`config.mk`:
```
export PLATFORM = sky130hd
export DESIGN_NAME = pool_max2x2
export DESIGN_NICKNAME = d
export VERILOG_FILES = /design/src/rtl/pool_max2x2.sv
export SDC_FILE = /design/constraint.sdc
export NUM_CORES = 1
export LEC_CHECK = 0
export ABC_CLOCK_PERIOD_IN_PS = 5100
export BUFFER_PORTS_ARGS = -buffer_cell sky130_fd_sc_hd__buf_2
export CAP_MARGIN = 5
export CORE_ASPECT_RATIO = 1.75
export CORE_MARGIN = 3
export CORE_UTILIZATION = 57
export DETAILED_ROUTE_END_ITERATION = 10
export PLACE_DENSITY = 0.79
export SYNTH_ARGS = -nofsm -noshare
export SYNTH_HDL_FRONTEND = slang
export SYNTH_HIERARCHICAL = 1
export SYNTH_SLANG_ARGS = --single-unit
```
`constraint.sdc`:
```
create_clock -name clk -period 5.1 [get_ports clk]
set_input_delay 1.02 -clock clk [delete_from_list [all_inputs] [get_ports clk]]
set_output_delay 1.02 -clock clk [all_outputs]
set_load 0.005 [all_outputs]
```
`src/rtl/pool_max2x2.sv`:
```
// Streaming 2x2, stride-2 max-pooling unit.
// Takes activation pixels in row-major order and emits one pooled value per
// 2x2 window with a sequential pooled address and an end-of-frame flag.
// Optional build macro: POOL_SIGNED_EN makes every max comparison signed
// (two's-complement pixels); when it is undefined, comparisons are unsigned.

// Two-input max. Ties may return either operand because the values are equal.
module pool_max2x2_cmp #(
    parameter int DATA_W = 8
) (
    input  logic [DATA_W-1:0] a,
    input  logic [DATA_W-1:0] b,
    output logic [DATA_W-1:0] y
);

`ifdef POOL_SIGNED_EN
    // signed magnitude select
    always_comb y = ($signed(a) >= $signed(b)) ? a : b;
`else
    // unsigned magnitude select
    always_comb y = (a >= b) ? a : b;
`endif

endmodule

module pool_max2x2 #(
    parameter int DATA_W = 8,
    parameter int ADDR_W = 10,
    parameter int IMG_W  = 4,
    parameter int IMG_H  = 4
) (
    input  logic              clk,
    input  logic              rst,
    input  logic              act_last_i,
    input  logic              act_valid_i,
    input  logic [DATA_W-1:0] act_result_i,
    input  logic [ADDR_W-1:0] act_result_address_i,
    output logic [DATA_W-1:0] pool_result_o,
    output logic [ADDR_W-1:0] pool_result_address_o,
    output logic              pool_last_o,
    output logic              pool_valid_o
);

    localparam int CW   = (IMG_W > 1) ? $clog2(IMG_W) : 1;
    localparam int RW   = (IMG_H > 1) ? $clog2(IMG_H) : 1;
    localparam int LB_N = IMG_W / 2;
    localparam int LBW  = (LB_N > 1) ? $clog2(LB_N) : 1;

    typedef struct packed {
        logic              valid;
        logic              last;
        logic [ADDR_W-1:0] addr;
        logic [DATA_W-1:0] data;
    } pool_out_t;

    logic [CW-1:0]                 col_q;
    logic [RW-1:0]                 row_q;
    logic [ADDR_W-1:0]             out_cnt_q;
    logic [DATA_W-1:0]             pair_q;
    logic [LB_N-1:0][DATA_W-1:0]   line_buf_q;
    pool_out_t                     out_q;

    logic [LBW-1:0]    lb_idx;
    logic [DATA_W-1:0] lb_rd;
    logic [DATA_W-1:0] h_max;
    logic [DATA_W-1:0] win_max;
    logic              col_odd;
    logic              row_odd;
    logic              col_end;
    logic              row_end;
    logic              win_done;
    logic              unused_src_addr;

    // Source address is carried for debug upstream only; position comes from
    // the internal counters.
    assign unused_src_addr = ^act_result_address_i;

    assign col_odd  = col_q[0];
    assign row_odd  = row_q[0];
    assign col_end  = (col_q == CW'(IMG_W - 1));
    assign row_end  = (row_q == RW'(IMG_H - 1));
    assign win_done = act_valid_i && col_odd && row_odd;
    assign lb_idx   = LBW'(col_q >> 1);

    // line buffer read port for the current column pair
    always_comb begin
        lb_rd = '0;
        for (int i = 0; i < LB_N; i++)
            if (lb_idx == LBW'(i)) lb_rd = line_buf_q[i];
    end

    // horizontal max of the latched even pixel and the current odd pixel
    pool_max2x2_cmp #(.DATA_W(DATA_W)) u_cmp_h (
        .a (pair_q),
        .b (act_result_i),
        .y (h_max)
    );

    // vertical max against the row above, stored on the even row
    pool_max2x2_cmp #(.DATA_W(DATA_W)) u_cmp_v (
        .a (h_max),
        .b (lb_rd),
        .y (win_max)
    );

    // column/row position and pooled output index; act_last_i restarts the frame
    always_ff @(posedge clk or negedge rst) begin
        if (!rst) begin
            col_q     <= '0;
            row_q     <= '0;
            out_cnt_q <= '0;
        end else if (act_last_i) begin
            col_q     <= '0;
            row_q     <= '0;
            out_cnt_q <= '0;
        end else if (act_valid_i) begin
            if (col_end) begin
                col_q <= '0;
                row_q <= row_end ? '0 : row_q + 1'b1;
            end else begin
                col_q <= col_q + 1'b1;
            end
            if (win_done)
                out_cnt_q <= (row_end && col_end) ? '0 : out_cnt_q + 1'b1;
        end
    end

    // pair register on even columns, line buffer write on even-row odd columns;
    // the line buffer survives act_last_i since the next even row overwrites it
    always_ff @(posedge clk or negedge rst) begin
        if (!rst) begin
            pair_q     <= '0;
            line_buf_q <= '0;
        end else if (act_valid_i) begin
            if (!col_odd)
                pair_q <= act_result_i;
            else if (!row_odd)
                line_buf_q[lb_idx] <= h_max;
        end
    end

    // registered output: single-cycle valid/last, data and address hold otherwise
    always_ff @(posedge clk or negedge rst) begin
        if (!rst) begin
            out_q <= '0;
        end else begin
            out_q.valid <= win_done;
            out_q.last  <= win_done && ((row_end && col_end) || act_last_i);
            if (win_done) begin
                out_q.data <= win_max;
                out_q.addr <= out_cnt_q;
            end
        end
    end

    assign pool_valid_o          = out_q.valid;
    assign pool_last_o           = out_q.last;
    assign pool_result_o         = out_q.data;
    assign pool_result_address_o = out_q.addr;

endmodule

```
# Word level (Yosys, flattened, before mapping)
# Index checks and enable logic that the tools add are counted.
totals:
  out_inout_bits: 20
  regBits: 58
  word_cells: 51
classes:
  magnitude_cmp: 4
  n_reduce_logical: 13
  muxes: 17
  n_eq_ne: 2
  add_sub_neg: 3
  bitwise: 2
ops:
  columns: ["operator", "n"]
  rows:
  - ["10-bit 2-to-1 mux", 4]
  - ["8-bit 2-to-1 mux", 4]
  - ["16-bit bitwise mux", 1]
  - ["8-bit >= comparator", 2]
  - ["2-bit 2-to-1 mux", 7]
  - ["10-bit by 1-bit adder with 10-bit output, second input constant", 1]
  - ["8-bit demux with 1-bit select", 1]
  - ["2-bit AND reduction", 3]
  - ["2-bit nonzero test", 3]
  - ["1-bit logical AND", 5]
  - ["2-bit by 1-bit adder with 2-bit output, second input constant", 2]
  - ["2-bit equality test, second input constant", 2]
  - ["3-bit AND reduction", 1]
  - ["1-bit by 2-bit < comparator with 1-bit output, second input constant", 1]
  - ["1-bit NOT", 2]
  - ["1-bit >= comparator, second input constant", 1]
  - ["1-bit logical OR", 1]

# Depth between registers and ports, before layout
# Gate-level depths: netlist (run 1).
logic_depth:
  word_depth: 6
  ltp_mapped: 14
  ltp_nobuf: 14

# By module
# The synthesis (run 1) kept the hierarchy.
by_module_without_submodules:
  columns: ["mod", "cells_per_inst", "area_per_inst_um2", "instances"]
  rows:
  - ["pool_max2x2", 221, 2437.3, 1]
  - ["pool_max2x2_cmp", 34, 301.5, 2]

# Least setup slack after synthesis (run 1)
# No wires, ideal clock.
synth_path:
  path_type: "input -> register"
  from: "input act_result_i[0]"
  to: "register out_q, in the netlist pool_result_o[7]"
  t_arrival_ns: 4.275
  setup_time_ns: 0.117
  path_stages: 13
  setup_slack_ns: 0.708
  path_cell_list: "ha_1 nand2b_4 a2111o_1 a211oi_4 mux2_2 inv_1 ha_1 nand2b_4 a2111o_1 a211oi_4 mux2_2 nand2_1 nand2_1"
synth_via:
  elab_chain_len: 4
synth_lines:
  columns: ["element", "line", "text"]
  rows:
  - ["start: declaration", "36", "input logic [DATA_W-1:0] act_result_i,"]
  - ["8-bit >= comparator", "21", "always_comb y = (a >= b) ? a : b;"]
  - ["8-bit 2-to-1 mux (*)", "21", null]
  - ["named net h_max[0]", "65", "logic [DATA_W-1:0] h_max;"]
  - ["8-bit >= comparator (*)", "21", null]
  - ["8-bit 2-to-1 mux (*)", "21", null]
  - ["named net win_max[7]", "66", "logic [DATA_W-1:0] win_max;"]
  - ["end: declaration", "61", "pool_out_t out_q;"]
# The timed path passes the listed nets; every way through them passes the cells marked *.
# A chain may end at the register's enable or synchronous reset.

# Worst setup path after layout (run 1)
layout_path:
  from: "input act_result_i[0]"
  to: "register out_q, in the netlist pool_result_o[7]"
layout_via:
  elab_chain_len: 4
layout_lines:
  columns: ["element", "line"]
  rows:
  - ["8-bit >= comparator", "21"]
  - ["8-bit 2-to-1 mux", "21"]
  - ["named net h_max[1]", "65"]
  - ["8-bit >= comparator", "21"]
  - ["8-bit 2-to-1 mux", "21"]
  - ["named net win_max[7]", "66"]
# The timed path passes the listed nets, and every way through them passes these cells.

==> summary.md, run 1 <==
| Metric | Value |
|---|---|
| Core region area | `5062 um2` |
| GP Congestion | `0.8927` |
| Maximum clock path buffer count | `2` |
| Vias in the first global route | `2243` |
| Clock Pin Slew Worst Setup and Hold Paths | `0.06 ns` |
| Max_cap viols | `0` |
| Hold path start | `pool_result_o[0]$_DFFE_PN0P_` |
| Switching share of power | `0.2805` |
| Gr ovfl total | `0` |
| Num CTS Buffers | `9` |
| Sequential Area | `1451 um2` |
| H-tree depth | `3` |
| Flip-flop and latch count after synthesis | `between 50 and 60` |
| Syn_area_per_cell | `~11 um2` |
| Req. time, crit path | `5.31 ns` |
| Most frequent cells in the layout | `nand2_1, dfrtp_1, mux2_2` |
| CTS sink cnt | `slightly below 60` |
| Design Area, Final | `around 3500 um2` |
| Max-slew headroom | `0.4484` |
| Crit-path max FO | `8` |
| Mean routed wirelength per cell | `roughly 15 um` |
| Post-Syn Instances | `289` |
| Switch Pwr | `0.3896 mW` |
| R2r startpoint | `pair_q[0]$_DFFE_PN0P_` |
| Layout Utilization | `0.6841` |
| Antenna Cells | `0` |
| Hold-fix buffers, CTS | `0` |
| Final count of negative-setup-slack endpoints | `0` |
| Combinational share of power | `0.271` |
| Final period utilization | `0.8583` |
| # rows | `34` |
| Routed Antenna Nets | `0` |
| Share of cells above drive strength 1 | `0.3142` |
| Pwr Total | `1.389 mW` |
| Peak VDD IR | `233.3 uV` |
| Worst min path class | `flip-flop to flip-flop` |
| CTS tree | `yes` |
| DIE AREA | `6281 um2` |
| Worst EP arrival | `4.59 ns` |
| Routed vias/inst | `about 5.7` |
| Element type at the critical path end | `flip-flop` |
| CTS resizes | `0` |
| Post-DP Area | `~3200 um2` |
| Synthesized area | `3040 um2` |
| Port bufs | `31` |
| Minimum clock period | `around 4.4 ns` |
| Setup TNS | `0 ns` |
| Total GRT Usage | `0.2170` |
| Netlist cell types | `31` |
| Final wirelength | `5930 um` |
| Final hold slack | `0.4701 ns` |
| Width of the die | `between 60 and 70 um` |
| Mapped Nets | `330` |
| Sequential area share after synthesis | `0.4774` |
| Post-CTS repair timing setup buffer count | `0` |
| P_leak | `1.786 nW` |
| CTS root buffer | `clkbuf_8` |
| IO Pins | `42` |
| First-pass GRT wire length | `10030 um` |
| Pin count of the biggest net entering global routing | `~60` |
| DP HPWL | `between 4000 and 5000 um` |
| Synth warnings | `6` |
| Initial antenna violation count | `0` |
| Commonest non-fill, non-tap cell in the layout | `nand2_1` |
| Outcome | `complete, no violations` |
| Vias | `2201` |
| Router iterations before antenna repair | `4` |
| Initial Util | `0.6006` |
| Flop pwr share | `0.400` |
| Die Y | `approximately 100 um` |
| Final Hold Fails | `0` |
| Post-route DRC violation count | `0` |
| Fillers | `~390` |
| DRT iter0 DRCs | `26` |
| Worst Skew | `0.005874 ns` |
| RSZ-0062 raised after global routing | `no` |
| Final Max Tran Viols | `0` |
| Startpoint Class | `input port` |
| Clock Power Share | `0.329` |
| Int Power | `0.9995 mW` |
| Max frequency | `228.5 MHz` |
| Area grow syn2layout | `13.91%` |
| Fin nets | `367` |
| Cell area power density | `401.1 nW/um2` |
| Multi-input logic area | `roughly 1500 um2` |
| Slew at the pin closest to its max-slew limit | `between 0.8 and 0.9 ns` |
| Kind of critical path | `input port to flip-flop` |
| Crit. Startpoint | `act_result_i[0]` |
| Clock latency on the worst-skew pair | `between 0.3 and 0.4 ns` |
## kinds of logic after synthesis
family,count (synthesis),synth area share
and+or+nand+nor,101,0.1490
buffers and inverters,27,0.03539
DFF,58,0.4774
AOI/OAI and AO/OA,34,0.07572
muxes,50,0.1844
adders and majority gates,19,0.07819
## power by group through the flow
stage | sequential (mW) | combinational, mW | clock [mW]
after CTS | 0.557 | 0.381 | 0.471
after global placement | 0.559 | 0.362 | 0
final | 0.556 | 0.376 | 0.457
after floorplan | 0.553 | 0.297 | 0
after detailed placement | 0.565 | 0.376 | 0
after global routing | 0.563 | 0.419 | 0.492
## area by class of cell
type,count,area share
multi-input combinational,204,0.4277
sequential,58,0.4191
timing repair buffer,33,0.04913
inverter,20,0.02168
clock inverter,7,0.02710
clock buffer,9,0.03577
tap,54,0.01951
## metrics by stage
step,instances,setup WS (ns)
after global placement,369,0.4479
after detailed placement,369,0.3879
after floorplan,289,0.7084
after global routing,385,0.6114
after CTS,385,0.7341
final,385,0.7228
## synthesized netlist by cell type, drive strengths merged
cell / instances / area [um2]
a2111o: 2 / 22.52
a211oi: 4 / 55.05
a21o: 1 / 7.510
a21oi: 7 / 38.79
a31oi: 1 / 6.260
and2: 1 / 6.260
and3: 2 / 12.51
buf: 5 / 25.02
clkbuf: 2 / 7.510
clkinv: 1 / 3.750
dfrtp: 58 / 1451
ha: 19 / 237.7
inv: 19 / 71.32
mux2: 48 / 540.5
mux2i: 2 / 20.02
nand2: 66 / 247.7
nand2b: 4 / 40.04
nand3: 7 / 40.04
nand4: 4 / 25.02
nor2: 12 / 45.04
nor2b: 1 / 6.260
nor3: 1 / 10.01
o211ai: 1 / 7.510
o21ai: 17 / 85.08
o31ai: 1 / 7.510
or3: 2 / 12.51
or4: 1 / 7.510
## layer usage
layer	share of wire	GRT usage	vias up	wire length, um
met5	0	0	-	0
met1	0.39	0.2446	1076	2288
met3	0.030	0.05639	15	175
met4	0.025	0.1035	0	148
met2	0.56	0.3695	42	3317
li1	-	-	1068	-
## registers in the layout, indices dropped and copies added (netlist names)
register and cells:
line_buf_q 16, out_cnt_q 10, pool_result_address_o 10, pair_q 8, pool_result_o 8, col_q 2, row_q 2, pool_last_o 1
pool_valid_o 1
## worst max-delay path: stages
cell      delay (ns)
buf_2           0.11
ha_1            0.27
nand2b_4        0.14
a2111o_1        0.44
a211oi_4        0.26
buf_4           0.21
mux2_2          0.38
ha_1            0.30
a2111o_1        0.40
a211oi_4        0.52
mux2_2          0.40
nand2_1         0.06
nand2_1         0.07
## final timing paths
| check | to | slack [ns] | cells past startpoint |
|---|---|---|---|
| worst min-delay path | pool_result_o[0]$_DFFE_PN0P_ | 0.47 | 2 |
| worst min register to register | pool_result_o[0]$_DFFE_PN0P_ | 0.47 | 2 |
| min in group asynchronous | line_buf_q[5]$_DFFE_PN0P_ | 0.82 | 2 |
| worst max-delay path | pool_result_o[7]$_DFFE_PN0P_ | 0.72 | 13 |
| worst max register to register | pool_result_o[7]$_DFFE_PN0P_ | 1.10 | 13 |
| max in group asynchronous | line_buf_q[1]$_DFFE_PN0P_ | 3.80 | 2 |
Power figures use the tool's default switching activity.
==> inputs of run 2 (changes only) <==
- CORE_MARGIN: 3 -> default
- CORE_UTILIZATION: 57 -> 35
- PLACE_DENSITY: 0.79 -> default
==> summary.md, run 2 (synthesis gave the netlist of run 1 again) <==
| Metric | Value |
|---|---|
| Outcome | `complete, no violations` |
| Final hold slack | `0.4673 ns (-0.002764 ns)` |
| CTS tree | `yes` |
| P_leak | `1.823 nW (+2.1%)` |
| First-pass GRT wire length | `10560 um (+5.3%)` |
| Req. time, crit path | `5.31 ns (about the same)` |
| Vias in the first global route | `2317 (+3.3%)` |
| Total GRT Usage | `0.1519 (-0.06508)` |
| Kind of critical path | `input port to flip-flop` |
| Final Max Tran Viols | `0 (unchanged)` |
| Initial Util | `0.3633 (-0.2373)` |
| Cell area power density | `409.1 nW/um2 (+2.0%)` |
| Mean routed wirelength per cell | `13.52 um (-12%)` |
| CP Buf/Inv Count | `2 (unchanged)` |
| Post-DP Area | `3329 um2 (+2.6%)` |
| DP HPWL | `4312 um (+0.16%)` |
| Slew at the pin closest to its max-slew limit | `0.8696 ns (+0.04386 ns)` |
| Gr ovfl total | `0 (unchanged)` |
| Commonest non-fill, non-tap cell in the layout | `nand2_1` |
| Final std cells w/o fill | `446 (+16%)` |
| Share of cells above drive strength 1 | `0.3112 (-0.003021)` |
| Antenna Cells | `0 (unchanged)` |
| CP Cell Sequence | `buf_2 -> ha_1 -> nand2b_4 -> a2111o_1 -> a211oi_4 -> buf_4 -> mux2_2 -> ha_1 -> a2111o_1 -> a211oi_4 -> mux2_2 -> nand2_1 -> nand2_1` |
| Post-CTS repair timing setup buffer count | `0 (unchanged)` |
| Critical path's slowest cell | `a211oi_4` |
| Max frequency | `229.5 MHz (+0.47%)` |
| # rows | `44 (+29%)` |
| Maximum clock path buffer count | `2 (unchanged)` |
| GP Congestion | `0.8260 (-7.5%)` |
| Final count of negative-setup-slack endpoints | `0 (unchanged)` |
| Switch Pwr | `0.3969 mW (+1.9%)` |
| Layout Utilization | `0.4303 (-0.2538)` |
| Routed Antenna Nets | `0 (unchanged)` |
| CTS root buffer | `clkbuf_16` |
| Crit-path max FO | `8 (unchanged)` |
| Area grow syn2layout | `18.44%` |
| Hold-fix buffers, CTS | `0 (unchanged)` |
| Minimum clock period | `4.357 ns (-0.02036 ns)` |
| Design Area, Final | `3601 um2 (+4.0%)` |
| Pwr Total | `1.473 mW (+6.1%)` |
| Fillers | `850 (+120%)` |
| Num CTS Buffers | `9 (unchanged)` |
| Combinational share of power | `0.253 (-0.018)` |
| Int Power | `1.076 mW (+7.7%)` |
| Worst Skew | `0.005501 ns (-0.0003731 ns)` |
| Max_cap viols | `0 (unchanged)` |
| Fin nets | `368 (+0.27%)` |
| Width of the die | `72.46 um (+18%)` |
| Post-placement setup slack | `0.3650 ns (-0.02299 ns)` |
| Most frequent cells in the layout | `nand2_1, dfrtp_1, mux2_2` |
| Pin count of the biggest net entering global routing | `59 (unchanged)` |
| Die Y | `125.3 um (+22%)` |
| Port bufs | `31 (unchanged)` |
| Clock Power Share | `0.369 (+0.040)` |
| RSZ-0062 raised after global routing | `no` |
| Clock Pin Slew Worst Setup and Hold Paths | `0.05 ns (about the same)` |
| DIE AREA | `9078 um2 (+45%)` |
| CP top delay family | `compound AO/OA/AOI/OAI gates` |
| Crit-path max cell delay | `0.49 ns (-0.03 ns)` |
| Flop pwr share | `0.378 (-0.022)` |
| Final wirelength | `6030 um (+1.7%)` |
| Vias | `2156 (-2.0%)` |
| Final Hold Fails | `0 (unchanged)` |
| Worst EP arrival | `4.57 ns (-0.02 ns)` |
| Routed vias/inst | `4.834 (-15%)` |
| Max-slew headroom | `0.4191 (-0.02930)` |
| Router iterations before antenna repair | `4 (unchanged)` |
| Post-route DRC violation count | `0 (unchanged)` |
| H-tree depth | `3 (unchanged)` |
| CTS sink cnt | `58 (unchanged)` |
| IO Pins | `42 (unchanged)` |
| Setup TNS | `0 ns (unchanged)` |
| Core region area | `8368 um2 (+65%)` |
| CTS resizes | `0 (unchanged)` |
| Peak VDD IR | `224.3 uV (-3.8%)` |
| Final period utilization | `0.8543 (-0.003992)` |
| Startpoint Class | `input port` |
| Switching share of power | `0.2694 (-0.01111)` |
| DRT iter0 DRCs | `91 (+250%)` |
| Final WS setup | `0.7431 ns (+0.02036 ns)` |
| Reg with most FFs | `line_buf_q` |
| Initial antenna violation count | `0 (unchanged)` |
| Largest register FFs | `16 (unchanged)` |
| Element type at the critical path end | `flip-flop` |
| Post-placement cell count | `431 (+17%)` |
| Worst min path class | `flip-flop to flip-flop` |
| Clock latency on the worst-skew pair | `0.33 ns (about the same)` |
## run 2: cell types whose count changed in the layout (fill, tap and decap cells not counted), sizes merged
cell / previous run / this run
bufinv: 2 / 0
clkinvlp: 2 / 0
clkbuf: 9 / 12
buf: 33 / 34
## run 2: layout make-up
| class | instances | area (um2) | area share |
|---|---|---|---|
| Inverter | 20 | 75.07 | 0.02085 |
| Timing Repair Buffer | 34 | 177.7 | 0.04934 |
| Multi-Input combinational cell | 204 | 1481 | 0.4114 |
| Sequential cell | 58 | 1451 | 0.4031 |
| Clock buffer | 12 | 256.5 | 0.07123 |
| Tap cell | 115 | 143.9 | 0.03996 |
| Clock inverter | 3 | 15.01 | 0.004170 |
## run 2: metal layers
metal,global-route usage,vias to the layer above,wire length (um)
met5,0,-,0
met1,0.1630,1046,2435
li1,-,1063,-
met2,0.2683,35,3226
met3,0.03304,12,203
met4,0.08304,0,165
## run 2: power groups by stage
stage / combinational, mW / clock, mW / sequential (mW)
CTS: 0.378 / 0.557 / 0.558
global placement: 0.367 / 0 / 0.560
finish: 0.372 / 0.544 / 0.557
global route: 0.418 / 0.578 / 0.565
floorplan: 0.297 / 0 / 0.553
detailed placement: 0.376 / 0 / 0.565
## run 2: worst paths after layout
| kind | from | to | slack [ns] | cells past startpoint |
|---|---|---|---|---|
| max in group asynchronous | rst | pool_result_address_o[0]$_DFFE_PN0P_ | 3.79 | 2 |
| max | act_result_i[0] | pool_result_o[2]$_DFFE_PN0P_ | 0.74 | 13 |
| min reg2reg | pool_result_o[6]$_DFFE_PN0P_ | pool_result_o[6]$_DFFE_PN0P_ | 0.47 | 2 |
| min | pool_result_o[6]$_DFFE_PN0P_ | pool_result_o[6]$_DFFE_PN0P_ | 0.47 | 2 |
| min in group asynchronous | rst | pair_q[4]$_DFFE_PN0P_ | 0.84 | 2 |
| max reg2reg | pair_q[0]$_DFFE_PN0P_ | pool_result_o[2]$_DFFE_PN0P_ | 1.14 | 13 |
## run 2: worst reg2reg max path: stages, from the launching register on
cell	delay [ns]
dfrtp_1	0.35
inv_1	0.05
ha_1	0.29
nand2b_4	0.14
a2111o_1	0.44
a211oi_4	0.25
buf_4	0.21
mux2_2	0.39
ha_1	0.31
a2111o_1	0.41
a211oi_4	0.49
mux2_2	0.40
nand2_1	0.06
nand2_1	0.07
